===== src/rtl/lsu_ctrl_if.sv =====
// lsu_ctrl_if: core request/response port and word-wide memory bus for lsu_ctrl
interface lsu_ctrl_if #(
  parameter int ADDR_W = 32
);
  logic req_valid;
  logic req_ready;
  logic req_write;
  logic [2:0] req_size;
  logic [ADDR_W-1:0] req_addr;
  logic [31:0] req_wdata;
  logic rsp_valid;
  logic [31:0] rsp_rdata;
  logic rsp_error;
  logic [ADDR_W-1:0] mem_addr;
  logic [31:0] mem_wdata;
  logic [3:0] mem_b_en;
  logic mem_w_en;
  logic [31:0] mem_rdata;
  logic mem_stall;
  logic mem_error;
  modport master (
    output req_valid, req_write, req_size, req_addr, req_wdata, mem_rdata, mem_stall, mem_error,
    input req_ready, rsp_valid, rsp_rdata, rsp_error, mem_addr, mem_wdata, mem_b_en, mem_w_en
  );
  modport slave (
    input req_valid, req_write, req_size, req_addr, req_wdata, mem_rdata, mem_stall, mem_error,
    output req_ready, rsp_valid, rsp_rdata, rsp_error, mem_addr, mem_wdata, mem_b_en, mem_w_en
  );
endinterface


===== src/rtl/lsu_ctrl.sv =====
// lsu_ctrl: RISC-V load/store controller between the core request port and a word-wide memory
module lsu_ctrl #(
  parameter int RD_LAT = 2,
  parameter int ADDR_W = 32
) (
  input logic gclk,
  input logic reset,
  lsu_ctrl_if.slave bus
);
  typedef enum logic [1:0] {IDLE, ISSUE, WAIT, RESP} state_t;
  state_t state;
  logic [2:0] cnt;
  logic err;
  logic wr;
  logic [2:0] size;
  logic [1:0] lane;
  logic bad;
  logic err_n;
  logic [3:0] st_ben;
  logic [31:0] st_data;
  logic [31:0] sh;
  logic [31:0] ld_data;

  // decode the incoming request and shape load data from the current memory word
  always_comb begin
    bad = bus.req_size == 3'b011 || bus.req_size[2:1] == 2'b11 ||
          (bus.req_size[1:0] == 2'b01 && bus.req_addr[0]) ||
          (bus.req_size == 3'b010 && bus.req_addr[1:0] != 2'b00);
    st_ben = bus.req_size[1:0] == 2'b00 ? 4'b0001 << bus.req_addr[1:0] :
             bus.req_size[1:0] == 2'b01 ? 4'b0011 << {bus.req_addr[1], 1'b0} : 4'b1111;
    st_data = bus.req_size[1:0] == 2'b00 ? {4{bus.req_wdata[7:0]}} :
              bus.req_size[1:0] == 2'b01 ? {2{bus.req_wdata[15:0]}} : bus.req_wdata;
    sh = bus.mem_rdata >> {lane, 3'b000};
    ld_data = size[1:0] == 2'b00 ? {{24{~size[2] & sh[7]}}, sh[7:0]} :
              size[1:0] == 2'b01 ? {{16{~size[2] & sh[15]}}, sh[15:0]} : sh;
    err_n = err | bus.mem_error;
  end

  // request FSM with registered core and memory outputs; a stall freezes ISSUE/WAIT
  always_ff @(posedge gclk or posedge reset) begin
    if (reset) begin
      state <= IDLE;
      cnt <= '0;
      err <= 1'b0;
      wr <= 1'b0;
      size <= '0;
      lane <= '0;
      bus.req_ready <= 1'b1;
      bus.rsp_valid <= 1'b0;
      bus.rsp_rdata <= '0;
      bus.rsp_error <= 1'b0;
      bus.mem_addr <= '0;
      bus.mem_wdata <= '0;
      bus.mem_b_en <= '0;
      bus.mem_w_en <= 1'b0;
    end else begin
      bus.rsp_valid <= 1'b0;
      bus.rsp_rdata <= '0;
      bus.rsp_error <= 1'b0;
      case (state)
        IDLE: if (bus.req_valid) begin
          wr <= bus.req_write;
          size <= bus.req_size;
          lane <= bus.req_addr[1:0];
          err <= 1'b0;
          cnt <= '0;
          bus.req_ready <= 1'b0;
          if (bad) begin
            state <= RESP;
            bus.rsp_valid <= 1'b1;
            bus.rsp_error <= 1'b1;
          end else begin
            state <= ISSUE;
            bus.mem_addr <= {bus.req_addr[ADDR_W-1:2], 2'b00};
            bus.mem_wdata <= bus.req_write ? st_data : '0;
            bus.mem_b_en <= bus.req_write ? st_ben : 4'b1111;
            bus.mem_w_en <= bus.req_write;
          end
        end
        ISSUE: begin
          err <= err_n;
          if (!bus.mem_stall && wr) begin
            state <= RESP;
            bus.mem_b_en <= '0;
            bus.mem_w_en <= 1'b0;
            bus.rsp_valid <= 1'b1;
            bus.rsp_error <= err_n;
          end else if (!bus.mem_stall) begin
            state <= WAIT;
          end
        end
        WAIT: begin
          err <= err_n;
          if (!bus.mem_stall && cnt == 3'(RD_LAT - 1)) begin
            state <= RESP;
            bus.mem_b_en <= '0;
            bus.rsp_valid <= 1'b1;
            bus.rsp_error <= err_n;
            bus.rsp_rdata <= err_n ? '0 : ld_data;
          end else if (!bus.mem_stall) begin
            cnt <= cnt + 3'd1;
          end
        end
        RESP: begin
          state <= IDLE;
          bus.req_ready <= 1'b1;
        end
        default: state <= IDLE;
      endcase
    end
  end
endmodule


===== src/flat_wrapper.sv =====
// flat-port wrapper written by rule: the top's interface ports become plain ports
module lsu_ctrl_flat 
#(
  parameter int RD_LAT = 2,
  parameter int ADDR_W = 32
)
  (gclk, reset, bus_req_valid, bus_req_write, bus_req_size, bus_req_addr, bus_req_wdata, bus_mem_rdata, bus_mem_stall, bus_mem_error, bus_req_ready, bus_rsp_valid, bus_rsp_rdata, bus_rsp_error, bus_mem_addr, bus_mem_wdata, bus_mem_b_en, bus_mem_w_en);
  lsu_ctrl_if #(.ADDR_W(ADDR_W)) bus_i ();
  input logic gclk;
  input logic reset;
  input wire logic [$bits(bus_i.req_valid)-1:0] bus_req_valid;
  input wire logic [$bits(bus_i.req_write)-1:0] bus_req_write;
  input wire logic [$bits(bus_i.req_size)-1:0] bus_req_size;
  input wire logic [$bits(bus_i.req_addr)-1:0] bus_req_addr;
  input wire logic [$bits(bus_i.req_wdata)-1:0] bus_req_wdata;
  input wire logic [$bits(bus_i.mem_rdata)-1:0] bus_mem_rdata;
  input wire logic [$bits(bus_i.mem_stall)-1:0] bus_mem_stall;
  input wire logic [$bits(bus_i.mem_error)-1:0] bus_mem_error;
  output wire logic [$bits(bus_i.req_ready)-1:0] bus_req_ready;
  output wire logic [$bits(bus_i.rsp_valid)-1:0] bus_rsp_valid;
  output wire logic [$bits(bus_i.rsp_rdata)-1:0] bus_rsp_rdata;
  output wire logic [$bits(bus_i.rsp_error)-1:0] bus_rsp_error;
  output wire logic [$bits(bus_i.mem_addr)-1:0] bus_mem_addr;
  output wire logic [$bits(bus_i.mem_wdata)-1:0] bus_mem_wdata;
  output wire logic [$bits(bus_i.mem_b_en)-1:0] bus_mem_b_en;
  output wire logic [$bits(bus_i.mem_w_en)-1:0] bus_mem_w_en;
  assign bus_i.req_valid = bus_req_valid;
  assign bus_i.req_write = bus_req_write;
  assign bus_i.req_size = bus_req_size;
  assign bus_i.req_addr = bus_req_addr;
  assign bus_i.req_wdata = bus_req_wdata;
  assign bus_i.mem_rdata = bus_mem_rdata;
  assign bus_i.mem_stall = bus_mem_stall;
  assign bus_i.mem_error = bus_mem_error;
  assign bus_req_ready = bus_i.req_ready;
  assign bus_rsp_valid = bus_i.rsp_valid;
  assign bus_rsp_rdata = bus_i.rsp_rdata;
  assign bus_rsp_error = bus_i.rsp_error;
  assign bus_mem_addr = bus_i.mem_addr;
  assign bus_mem_wdata = bus_i.mem_wdata;
  assign bus_mem_b_en = bus_i.mem_b_en;
  assign bus_mem_w_en = bus_i.mem_w_en;
  lsu_ctrl #(.RD_LAT(RD_LAT), .ADDR_W(ADDR_W)) u_core (.gclk(gclk), .reset(reset), .bus(bus_i));
endmodule

===== config.mk =====
export PLATFORM = sky130hd
export DESIGN_NAME = lsu_ctrl_flat
export DESIGN_NICKNAME = d
export VERILOG_FILES = /design/src/rtl/lsu_ctrl_if.sv /design/src/rtl/lsu_ctrl.sv /design/src/flat_wrapper.sv
export SDC_FILE = /design/constraint.sdc
export NUM_CORES = 1
export LEC_CHECK = 0
export BUFFER_PORTS_ARGS = -buffer_cell sky130_fd_sc_hd__buf_2
export CAP_MARGIN = 30
export CORE_MARGIN = 4
export CORE_UTILIZATION = 47
export DETAILED_ROUTE_END_ITERATION = 6
export GPL_ROUTABILITY_DRIVEN = 0
export PLACE_DENSITY = 0.74
export SYNTH_ARGS = -nofsm -noshare
export SYNTH_HDL_FRONTEND = slang
export SYNTH_SLANG_ARGS = --single-unit

===== constraint.sdc =====
create_clock -name gclk -period 5.2 [get_ports gclk]
set_input_delay 0.26 -clock gclk [delete_from_list [all_inputs] [get_ports gclk]]
set_output_delay 0.26 -clock gclk [all_outputs]
set_load 0.01 [all_outputs]

Yosys cells after proc, flatten, opt, wreduce, memory -nomap -nowiden
Cells that the tools add are included.
{"block": "totals", "ff_bits": 114, "inputBits": 105, "out_inout_bits": 104}
{"block": "classes", "n_addsub": 1, "eq_ne": 16, "shift": 3, "n_mux": 41, "n_bitwise": 5, "reduce_logical": 26}
{"op": "32-bit 2-to-1 mux", "count": 8}
{"op": "32-bit by 5-bit right shift with 32-bit output", "count": 1}
{"op": "4-bit 2-to-1 mux", "count": 7}
{"op": "4-bit case mux with 3 select lines", "count": 1}
{"op": "1-bit 2-to-1 mux", "count": 10}
{"op": "2-bit 2-to-1 mux", "count": 5}
{"op": "2-bit nonzero test", "count": 5}
{"op": "3-bit 2-to-1 mux", "count": 3}
{"op": "2-bit inequality test (second input constant)", "count": 4}
{"op": "2-bit case mux with 4 select lines", "count": 1}
{"op": "4-bit AND reduction", "count": 2}
{"op": "2-bit by 1-bit == test with 1-bit output (second input constant)", "count": 3}
{"op": "2-bit == test (second input constant)", "count": 3}
{"op": "3-bit by 2-bit == test with 1-bit output (second input constant)", "count": 2}
{"op": "2-bit logical NOT", "count": 3}
{"op": "1-bit case mux with 2 select lines", "count": 3}
{"op": "1-bit case mux with 3 select lines", "count": 2}
{"op": "3-bit case mux with 2 select lines", "count": 1}
{"op": "2-bit AND reduction", "count": 3}
{"op": "3-bit AND reduction", "count": 2}
{"op": "5-bit AND reduction", "count": 1}
{"op": "1-bit logical AND", "count": 4}
{"op": "2-bit by 1-bit inequality test with 1-bit output (second input constant)", "count": 2}
{"op": "1-bit by 2-bit << shifter with 4-bit output (first input constant)", "count": 1}
{"op": "other kinds (11)", "count": 15}

Logic depth before layout (Yosys ltp)
Gate-level depths: netlist of the first run.
{"block": "depth", "depth_word": 7, "ltp_mapped": 9}

Worst setup path after synthesis of the first run
Ideal clock, no wire load.
{"block": "synth_timing", "path_kind": "reg-to-reg", "from": "reg u_core.state[0]", "to": "reg u_core.bus.mem_addr[19]", "setup_time_ns": 0.125, "arrival_ns": 1.835, "setup_slack_ns": 3.240, "stages_incl_launch_ff": 9, "n_path_buf": 3, "path_cell_list": "dfrtp_1 -> inv_1 -> ha_1 -> clkbuf_2 -> nand2_1 -> o21bai_1 -> buf_2 -> buf_2 -> mux2_2"}
{"block": "synth_via", "elab_chain_cells": 2}
{"item": "start, declared", "line_no": "lsu_ctrl.sv:11", "text": "state_t state;"}
{"item": "start signal, assigned", "line_no": "lsu_ctrl.sv:42", "text": "state <= IDLE;"}
{"item": "start signal, assigned", "line_no": "lsu_ctrl.sv:69", "text": "state <= RESP;"}
{"item": "start signal, assigned", "line_no": "lsu_ctrl.sv:73", "text": "state <= ISSUE;"}
{"item": "2-bit logical NOT", "line_no": "lsu_ctrl.sv:60", "text": "case (state)"}
{"item": "3-bit AND reduction (no source line)"}
{"item": "end signal, assigned", "line_no": "lsu_ctrl.sv:74", "text": "bus.mem_addr <= {bus.req_addr[ADDR_W-1:2], 2'b00};"}
{"item": "end, declared", "line_no": "lsu_ctrl_if.sv:27", "text": "output req_ready, rsp_valid, rsp_rdata, rsp_error, mem_addr, mem_wdata, mem_b_en, mem_w_en"}
Every way passes these cells.
A chain may end at the register's enable or synchronous reset.

Worst setup path after layout of the first run
{"block": "layout_timing", "from": "reg u_core.state[0]", "to": "reg u_core.bus.mem_addr[12]"}
Same word-level chain as after synthesis.

==> flow_metrics.tcl, run 1 <==
set metrics [dict create \
    status "finished clean" \
    core_um2 10890 \
    cp_data_arrival_time_ps 2820 \
    skew_ps 5.802 \
    synthArstFlopShare_pct 100.0 \
    dieArea_um2 12960 \
    seq_area_frac_synth_pct 54.19 \
    die_x_um 113.9 \
    pin_count 209 \
    tns_ps 0 \
    syn_to_final_growth_pct 37.89 \
    drt_iter0_drc 195 \
    r2r-start "u_core.state[0]$_DFFE_PP0P_" \
    path_clk_slew_ps 60 \
    grt_pass1_wl_um 23600 \
    cts_buffers 17 \
    tightest_slew_ps 972.0 \
    clock_sinks 114 \
    port_buffers 206 \
    fin_total_pwr_w 0.003851 \
    viasPerCell 5.281 \
    start_util_pct 48.37 \
    synth_cell_type_count 52 \
    post_cts_resized 0 \
    ant_nets 0 \
    synth_area_leaders "dfrtp_1 54%, mux2i_1 8.2%, mux2_2 7.9%" \
    wl_per_cell_um 17.77 \
    synth_top_area_share_pct 53.69 \
    ctsRootBufferMaster "clkbuf_8" \
    grtUsageTotal_pct 23.37 \
    nets 803 \
    hold_viol 0 \
    yosysMostFrequentCell "dfrtp_1" \
    hpwl_um 10390 \
    crit_path_start_kind "register" \
    netlist_area_um2 5266 \
    critPathRequiredTime_ps 5590 \
    critPathLaunch "u_core.state[0]$_DFFE_PP0P_" \
    antenna_found_initial 1 \
    synth_top_area_cell "dfrtp_1" \
    clk_latency_ps 510 \
    setup_violations 0 \
    cts_buffer_depth 2 \
    ys.flop_type "dfrtp_1" \
    grtUsageMet2_pct 41.19 \
    synth_cells 458 \
    ir_drop_mv 0.2675 \
    p_leak_nw 3.767 \
    cp_max_fo 63 \
    met3_usage_pct 7.162 \
    top_usage_layer "met2" \
    fp-row-count 38 \
    hold_class "in2reg" \
    path_delay_family "buffers and inverters" \
    grt_overflow_total 0 \
    rsz0062_at_grt "false" \
    ys_warn_count 0 \
    max_freq_ghz 0.4116 \
    slowest_delay_ps 590 \
    grt_max_degree 64 \
    cts_setup_buffers 0 \
    path_buf_inv 2 \
    crit_chain "inv_1 > ha_1 > nand2_1 > o21bai_4 > buf_4 > mux2_2" \
    cts_tree "built" \
    vias 4457 \
    first_pass_iters 5 \
    worstSetupPathType "reg2reg" \
    place_area_um2 6361 \
    syn_area_per_cell_um2 11.50 \
    end_kind "register" \
    post-route-drc-count 0 \
    slew_headroom_pct 35.20 \
    wl_um 15000 \
    drive_gt1_share_pct 42.11 \
    grt_pass1_vias 4652 \
    critPathSlowestCell "buf_4" \
    pwr_density_cell_nw_per_um2 530.2 \
    yosys-top-cells-count "113 x dfrtp_1, 43 x mux2i_1, 37 x a21oi_1, 37 x mux2_2, 36 x o21ai_0" \
    h-tree-depth 4 \
    synth_edf_count 0 \
    worst_slack_ps 2771 \
    cts-hold-fix-buffers 33 \
    finalCriticalPeriod_ps 2429 \
    grt_use_met1_pct 26.12 \
    slew_violations 0 \
    synth_seq_cells 114 \
    die_y_um 113.9 \
    dp_slack_ps 2800 \
    finalCritPeriodShare_pct 46.72 \
    hold_start "bus_mem_rdata[24]" \
    cap_viol_max_count 0 \
    design_area_um2 7262 \
]
final timing paths:
kind	end	slack [ps]	depth (start not counted)
worst max-delay path	u_core.bus.mem_addr[12]$_DFFE_PP0P_	2770	6
worst min-delay path	u_core.bus.rsp_rdata[24]$_DFF_PP0_	10	2
worst max register to register	u_core.bus.mem_addr[12]$_DFFE_PP0P_	2770	6
worst min register to register	u_core.bus.mem_wdata[15]$_DFFE_PP0P_	470	2
max in group asynchronous	u_core.bus.rsp_rdata[8]$_DFF_PP0_	3580	4
min in group asynchronous	u_core.bus.mem_addr[9]$_DFFE_PP0P_	440	3
final cells by class:
class                      instances  area [µm²]
sequential                       114        2854
fill                             830        3626
timing repair buffer             243        1394
multi-input combinational        308        2250
antenna                            1       2.502
clock inverter                    11       112.6
tap                              140       175.2
inverter                           7       28.78
clock buffer                      20       445.4
cell families (layout without fill, tap and decap cells):
kind of cell / Yosys count / after routing / synth area share, %
other: 1 / 3 / 0.07121
flip-flops: 114 / 114 / 54.19
adder cells (fa/ha/maj): 7 / 7 / 1.663
multiplexers: 83 / 83 / 16.94
AO/OA/AOI/OAI: 124 / 124 / 15.02
buffers and inverters: 37 / 281 / 3.374
AND/OR/NAND/NOR: 92 / 92 / 8.744
routing by layer:
layer | part of all wire (%) | vias to the layer above
met5 | 0 | -
met4 | 3.2 | 0
met3 | 7.1 | 42
met2 | 53 | 172
met1 | 37 | 2152
li1 | - | 2091
per-stage QoR:
stage	utilization (%)	hold WS (ps)	std cells
after global routing	66.70	4.914	844
after detailed placement	58.42	428.6	778
after floorplan	-	374.4	459
after global placement	58.42	418.7	778
after CTS	66.58	0.05529	842
final	66.70	14.95	844
sequential cells by signal (all words and copies together) (netlist names):
name and flops:
u_core.size 3, u_core.cnt 3, u_core.wr 1, u_core.bus.mem_wdata 32, u_core.bus.rsp_error 1, u_core.err 1, u_core.bus.mem_w_en 1, u_core.bus.rsp_rdata 32
u_core.bus.req_ready 1, u_core.bus.mem_b_en 4, u_core.bus.mem_addr 30, u_core.state 2, u_core.bus.rsp_valid 1, u_core.lane 2
cells in the final DEF (no fill, tap or decap), types with 2 or more instances in the layout:
cell	n
clkbuf_16	16
buf_2	206
a21oi_1	37
buf_4	3
clkbuf_8	3
a21bo_2	6
nand2b_1	4
or2_2	3
nor3_1	2
mux2_1	2
o21ai_0	36
dfrtp_1	113
ha_1	7
clkinvlp_4	3
nand3b_1	2
a211oi_1	14
nand2_1	30
bufinv_16	2
a22o_1	10
o21ai_1	7
dlygate4sd3_1	34
nor2_1	25
inv_1	6
mux2_2	37
nand3_1	3
a21bo_1	2
clkinv_2	6
nor2b_1	13
mux2i_1	43
conb_1	2
power breakdown:
part | internal, W | switching, W
Clock | 0.000697 | 0.000395
Combinational | 0.000627 | 0.000738
Sequential | 0.00119 | 0.000204
Total | 0.00251 | 0.00134
Note: power is estimated with default switching activity, not from simulation.
==> run 2: changes to the inputs <==
CORE_UTILIZATION = 44   (was 47)
PLACE_DENSITY = 0.72   (was 0.74)
clock period = 2.1 ns   (was 5.2 ns; I/O delays follow)
==> run 2 against run 1 <==
  * Clock skew rose by 13 ps
  * Register-to-register slack worse by 2600 ps
  * Largest cell class unchanged
  * Wire length rose by 5.4%
  * Via count increased by 4.1%
  * Sequential power rose by 150%
  * Largest power group is now combinational cells
  * Critical endpoint is now u_core.bus.mem_b_en[0]$_DFFE_PP0P_
==> flow_metrics.tcl, run 2 (synthesized netlist as in run 1, its figures left out) <==
set metrics [dict create \
    crit_path_end "u_core.bus.mem_b_en[0]$_DFFE_PP0P_" \
    cts_buffer_depth 2 \
    slew_headroom_pct 61.01 \
    post-route-drc-count 0 \
    tns_ps 0 \
    vias 4639 \
    ctsRootBufferMaster "clkbuf_16" \
    hpwl_um 10890 \
    critPathLaunch "u_core.state[0]$_DFFE_PP0P_" \
    hold_viol 0 \
    r2r-start "u_core.state[0]$_DFFE_PP0P_" \
    ff2ff_setup_slack_ps 120 \
    cp_max_fo 8 \
    setup_violations 0 \
    tightest_slew_ps 584.9 \
    cp_data_arrival_time_ps 2250 \
    finalCriticalPeriod_ps 1977 \
    wl_per_cell_um 17.96 \
    first_pass_iters 4 \
    hold_class "in2reg" \
    max_freq_ghz 0.5059 \
    pin_count 209 \
    top_regs "u_core.bus.mem_wdata: 32 flops, u_core.bus.rsp_rdata: 32 flops, u_core.bus.mem_addr: 30 flops" \
    syn_to_final_growth_pct 46.14 \
    final_util_pct 66.55 \
    pwr_density_cell_nw_per_um2 1314 \
    start_util_pct 45.54 \
    port_buffers 206 \
    ant_nets 0 \
    skew_ps 18.96 \
    path_clk_slew_ps 50 \
    crit_path_start_kind "register" \
    mostFrequentLayoutCell "buf_2" \
    drt_iter0_drc 173 \
    cts_setup_buffers 0 \
    status "finished clean" \
    dieArea_um2 13780 \
    slew_violations 0 \
    rsz0062_at_grt "false" \
    grtUsageTotal_pct 23.11 \
    clk_latency_ps 410 \
    ir_drop_mv 0.6717 \
    die_y_um 117.4 \
    reg2regPathDepth 6 \
    critPathRequiredTime_ps 2380 \
    hold_slack_ps 12.99 \
    antennaDiodeCount 0 \
    place_area_um2 6451 \
    fillCellCount 871 \
    h-tree-depth 4 \
    grt_pass1_vias 4939 \
    worstSetupPathType "reg2reg" \
    core_um2 11560 \
    final_cell_mix "206 x buf_2, 113 x dfrtp_1, 59 x dlygate4sd3_1" \
    cts_tree "built" \
    clock_sinks 114 \
    grt_max_degree 115 \
    rr_endpoint "u_core.bus.mem_b_en[0]$_DFFE_PP0P_" \
    fp-row-count 39 \
    antenna_found_initial 0 \
    die_x_um 117.4 \
    nets 836 \
    design_area_um2 7696 \
    grt_pass1_wl_um 25540 \
    p_leak_nw 3.963 \
    cap_viol_max_count 0 \
    end_kind "register" \
    grt_overflow_total 0 \
    viasPerCell 5.272 \
    finalCritPeriodShare_pct 94.12 \
    cts_buffers 17 \
    drive_gt1_share_pct 41.11 \
    wl_um 15810 \
]
==> run 2: changes by cell type in the layout (fill, tap and decap cells not counted), sizes merged <==
cell         previous run  this run
buf                   209       217
bufinv                  2         6
dlygate4sd3            34        59
clkinvlp                3         1
clkbuf                 20        21
diode                   1         0
inv                     7         6
clkinv                  6         5
==> run 2: layout make-up <==
class	instances	area [µm²]	share of cell area [%]
clock buffer	21	440.4	5.723
clock inverter	11	209.0	2.715
inverter	7	30.03	0.3902
multi-input combinational	308	2255	29.30
sequential	114	2854	37.08
tap	143	178.9	2.325
timing repair buffer	276	1729	22.47
==> run 2: metrics by stage <==
step	power, W	cells	worst slack [ps]
finish	0.01011	880	123.4
global route	0.01066	880	18.53
CTS	0.01013	880	129.7
detailed placement	0.006800	789	141.1
global placement	0.006670	789	237.9
floorplan	0.005532	459	140.1
==> run 2: worst max-delay path: stages, from the launching register on <==
cell and delay [ps]:
dfrtp_1 370, inv_1 120, ha_1 300, nand2b_1 160, o21ai_0 140, nor3_2 370, mux2_2 390
==> run 2: power breakdown <==
part / internal [W] / total, W / switching [W]
Combinational: 0.00162 / 0.00351 / 0.00189
Clock: 0.00222 / 0.00319 / 0.000978
Sequential: 0.00295 / 0.00341 / 0.000458
==> run 2: timing repair <==
action	in CTS	in global routing
gates resized for setup	0	2
hold endpoints to repair	171	0
endpoints found under the setup margin	0	7
hold buffers	59	0
==> run 2: layer usage <==
metal / up-vias / part of all wire, % / track usage, %
met5: - / 0 / 0
met4: 0 / 3.1 / 9.604
met3: 38 / 6.2 / 7.026
met2: 183 / 53 / 40.28
met1: 2253 / 38 / 26.47
li1: 2165 / - / -
==> run 2: worst min path at each step <==
stage                            startpoint                                    to  cells after the start
after floorplan           bus_mem_rdata[29]    u_core.bus.rsp_rdata[29]$_DFF_PP0_                      1
after global placement      bus_req_addr[3]    u_core.bus.mem_addr[3]$_DFFE_PP0P_                      2
after detailed placement    bus_req_addr[7]    u_core.bus.mem_addr[7]$_DFFE_PP0P_                      2
after CTS                 bus_req_wdata[25]  u_core.bus.mem_wdata[25]$_DFFE_PP0P_                      3
after global routing        bus_req_size[2]            u_core.size[2]$_DFFE_PP0P_                      2
final                     bus_req_wdata[13]  u_core.bus.mem_wdata[13]$_DFFE_PP0P_                      3
==> run 3: changes to the inputs <==
RECOVER_POWER = 50   (was unset)
==> run 3 against run 2 <==
  * Sequential power is essentially flat
  * Total power shrank 0.48%
  * Flip-flop and latch count is the same
  * Sequential share of layout area grew 0.38 points
  * Clock-buffer cell count is the same
  * Critical path depth is the same
  * Wire length grew 0.22%
  * Final area shrank 1.0%
  * Critical endpoint unchanged
  * Largest power group unchanged
==> flow_metrics.tcl, run 3 (synthesized netlist as in run 1, its figures left out) <==
set metrics [dict create \
    critPathRequiredTime_ps 2370 \
    die_y_um 117.4 \
    viasPerCell 5.245 \
    start_util_pct 45.54 \
    crit_chain "inv_1 > ha_1 > nand2b_1 > o21ai_0 > nor3_2 > mux2_2" \
    fp-row-count 39 \
    worstSetupPathType "reg2reg" \
    die_x_um 117.4 \
    wl_um 15840 \
    drt_iter0_drc 208 \
    slew_headroom_pct 7.088 \
    r2r-start "u_core.state[0]$_DFFE_PP0P_" \
    path_clk_slew_ps 50 \
    crit_cells 6 \
    pwr_density_cell_nw_per_um2 1321 \
    hold_class "in2reg" \
    final_cell_mix "154 x buf_2, 113 x dfrtp_1, 59 x dlygate4sd3_1" \
    path_buf_inv 1 \
    p_leak_nw 3.753 \
    p_int_w 0.006734 \
    rsz0062_at_grt "false" \
    hold_viol 0 \
    finalCritPeriodShare_pct 94.21 \
    seqPwrFrac_pct 33.9 \
    ctsRootBufferMaster "clkbuf_16" \
    tightest_slew_ps 1394 \
    grt_overflow_total 0 \
    cts_buffers 17 \
    antennaDiodeCount 0 \
    cts_tree "built" \
    nets 836 \
    ff2ff_setup_slack_ps 120 \
    dieArea_um2 13780 \
    skew_ps 16.28 \
    antenna_found_initial 0 \
    vias 4616 \
    fillCellCount 903 \
    path_delay_family "simple AND/OR/NAND/NOR gates" \
    top_regs "u_core.bus.mem_wdata: 32 flops, u_core.bus.rsp_rdata: 32 flops, u_core.bus.mem_addr: 30 flops" \
    cap_viol_max_count 0 \
    finalCriticalPeriod_ps 1978 \
    wl_per_cell_um 18.00 \
    cts_buffer_depth 2 \
    setup_violations 0 \
    p_switching_w 0.003331 \
    first_pass_iters 4 \
    h-tree-depth 4 \
    slowest_delay_ps 390 \
    critPathLaunch "u_core.state[0]$_DFFE_PP0P_" \
    grt_max_degree 115 \
    reg2regPathDepth 6 \
    drive_gt1_share_pct 34.06 \
    fin_total_pwr_w 0.01007 \
    crit_path_start_kind "register" \
    clock_power_share_pct 31.7 \
    crit_path_end "u_core.bus.mem_b_en[0]$_DFFE_PP0P_" \
    pin_count 209 \
    clk_latency_ps 410 \
    mostFrequentLayoutCell "buf_2" \
    critPathSlowestCell "mux2_2" \
    swShare_pct 33.10 \
    design_area_um2 7619 \
    rr_endpoint "u_core.bus.mem_b_en[0]$_DFFE_PP0P_" \
    post-route-drc-count 0 \
    core_um2 11560 \
    hpwl_um 10890 \
    cp_max_fo 8 \
    tns_ps 0 \
    ant_nets 0 \
    grtUsageTotal_pct 23.11 \
    end_kind "register" \
    slew_violations 0 \
    worstHoldPathCells 2 \
    place_area_um2 6451 \
    max_freq_ghz 0.5055 \
    clock_sinks 114 \
    grt_pass1_vias 4939 \
    comb_power_share_pct 34.4 \
    syn_to_final_growth_pct 44.67 \
    cp_data_arrival_time_ps 2250 \
    status "finished clean" \
    port_buffers 206 \
    ir_drop_mv 0.6737 \
    grt_pass1_wl_um 25540 \
]
## run 3: cell types whose count changed in the layout (fill, tap and decap cells not counted), sizes merged
cell / before / now
buf: 217 / 165
clkbuf: 21 / 73
## run 3: worst reg2reg max path, stage by stage (launching register included)
cell	delay (ps)
dfrtp_1	370
inv_1	120
ha_1	310
nand2b_1	160
o21ai_0	140
nor3_2	370
mux2_2	390
## run 3: power by group through the flow
stage | registers (W) | logic (W) | clock network, W
3_3_place_gp | 0.00336 | 0.00331 | 0
6_report | 0.00341 | 0.00346 | 0.00319
4_1_cts | 0.00338 | 0.00351 | 0.00323
5_1_grt | 0.00349 | 0.00378 | 0.00335
2_1_floorplan | 0.00365 | 0.00189 | 0
3_5_place_dp | 0.00338 | 0.00342 | 0
## run 3: metal layers
metal / part of all wire, % / GRT usage, %
met5: 0 / 0
met3: 6.3 / 7.026
met4: 3.2 / 9.604
met1: 38 / 26.47
met2: 52 / 40.28
## run 3: what timing repair did
| action | 4_1_cts | 5_1_grt |
|---|---|---|
| setup endpoints to repair | 0 | 7 |
| buffers inserted | 0 | 0 |
| resized for setup | 0 | 2 |
| endpoints found under the hold margin | 171 | 0 |
| hold buffers | 59 | 0 |
## run 3: how the worst min path moves through the flow
stage,startpoint,endpoint
global route,bus_req_size[2],u_core.size[2]$_DFFE_PP0P_
CTS,bus_req_wdata[25],u_core.bus.mem_wdata[25]$_DFFE_PP0P_
detailed placement,bus_req_addr[7],u_core.bus.mem_addr[7]$_DFFE_PP0P_
floorplan,bus_mem_rdata[29],u_core.bus.rsp_rdata[29]$_DFF_PP0_
finish,bus_req_size[2],u_core.size[2]$_DFFE_PP0P_
global placement,bus_req_addr[3],u_core.bus.mem_addr[3]$_DFFE_PP0P_
## run 3: per-stage QoR
stage	worst slack, ps	utilization, %	hold slack, ps	cells
2_1_floorplan	140.1	-	219.4	459
3_3_place_gp	237.9	55.78	318.7	789
3_5_place_dp	141.1	55.78	335.4	789
4_1_cts	129.7	66.50	0.4005	880
5_1_grt	18.53	65.88	5.482	880
6_report	121.6	65.88	14.89	880
## run 3: cell type report
cell class                      count  area [µm²]  share of cell area, %
Sequential cell                   114        2854                  37.46
Multi-Input combinational cell    308        2255                  29.59
Timing Repair Buffer              276        1652                  21.68
Clock buffer                       21       440.4                  5.781
Clock inverter                     11       209.0                  2.743
Tap cell                          143       178.9                  2.349
Inverter                            7       30.03                 0.3942
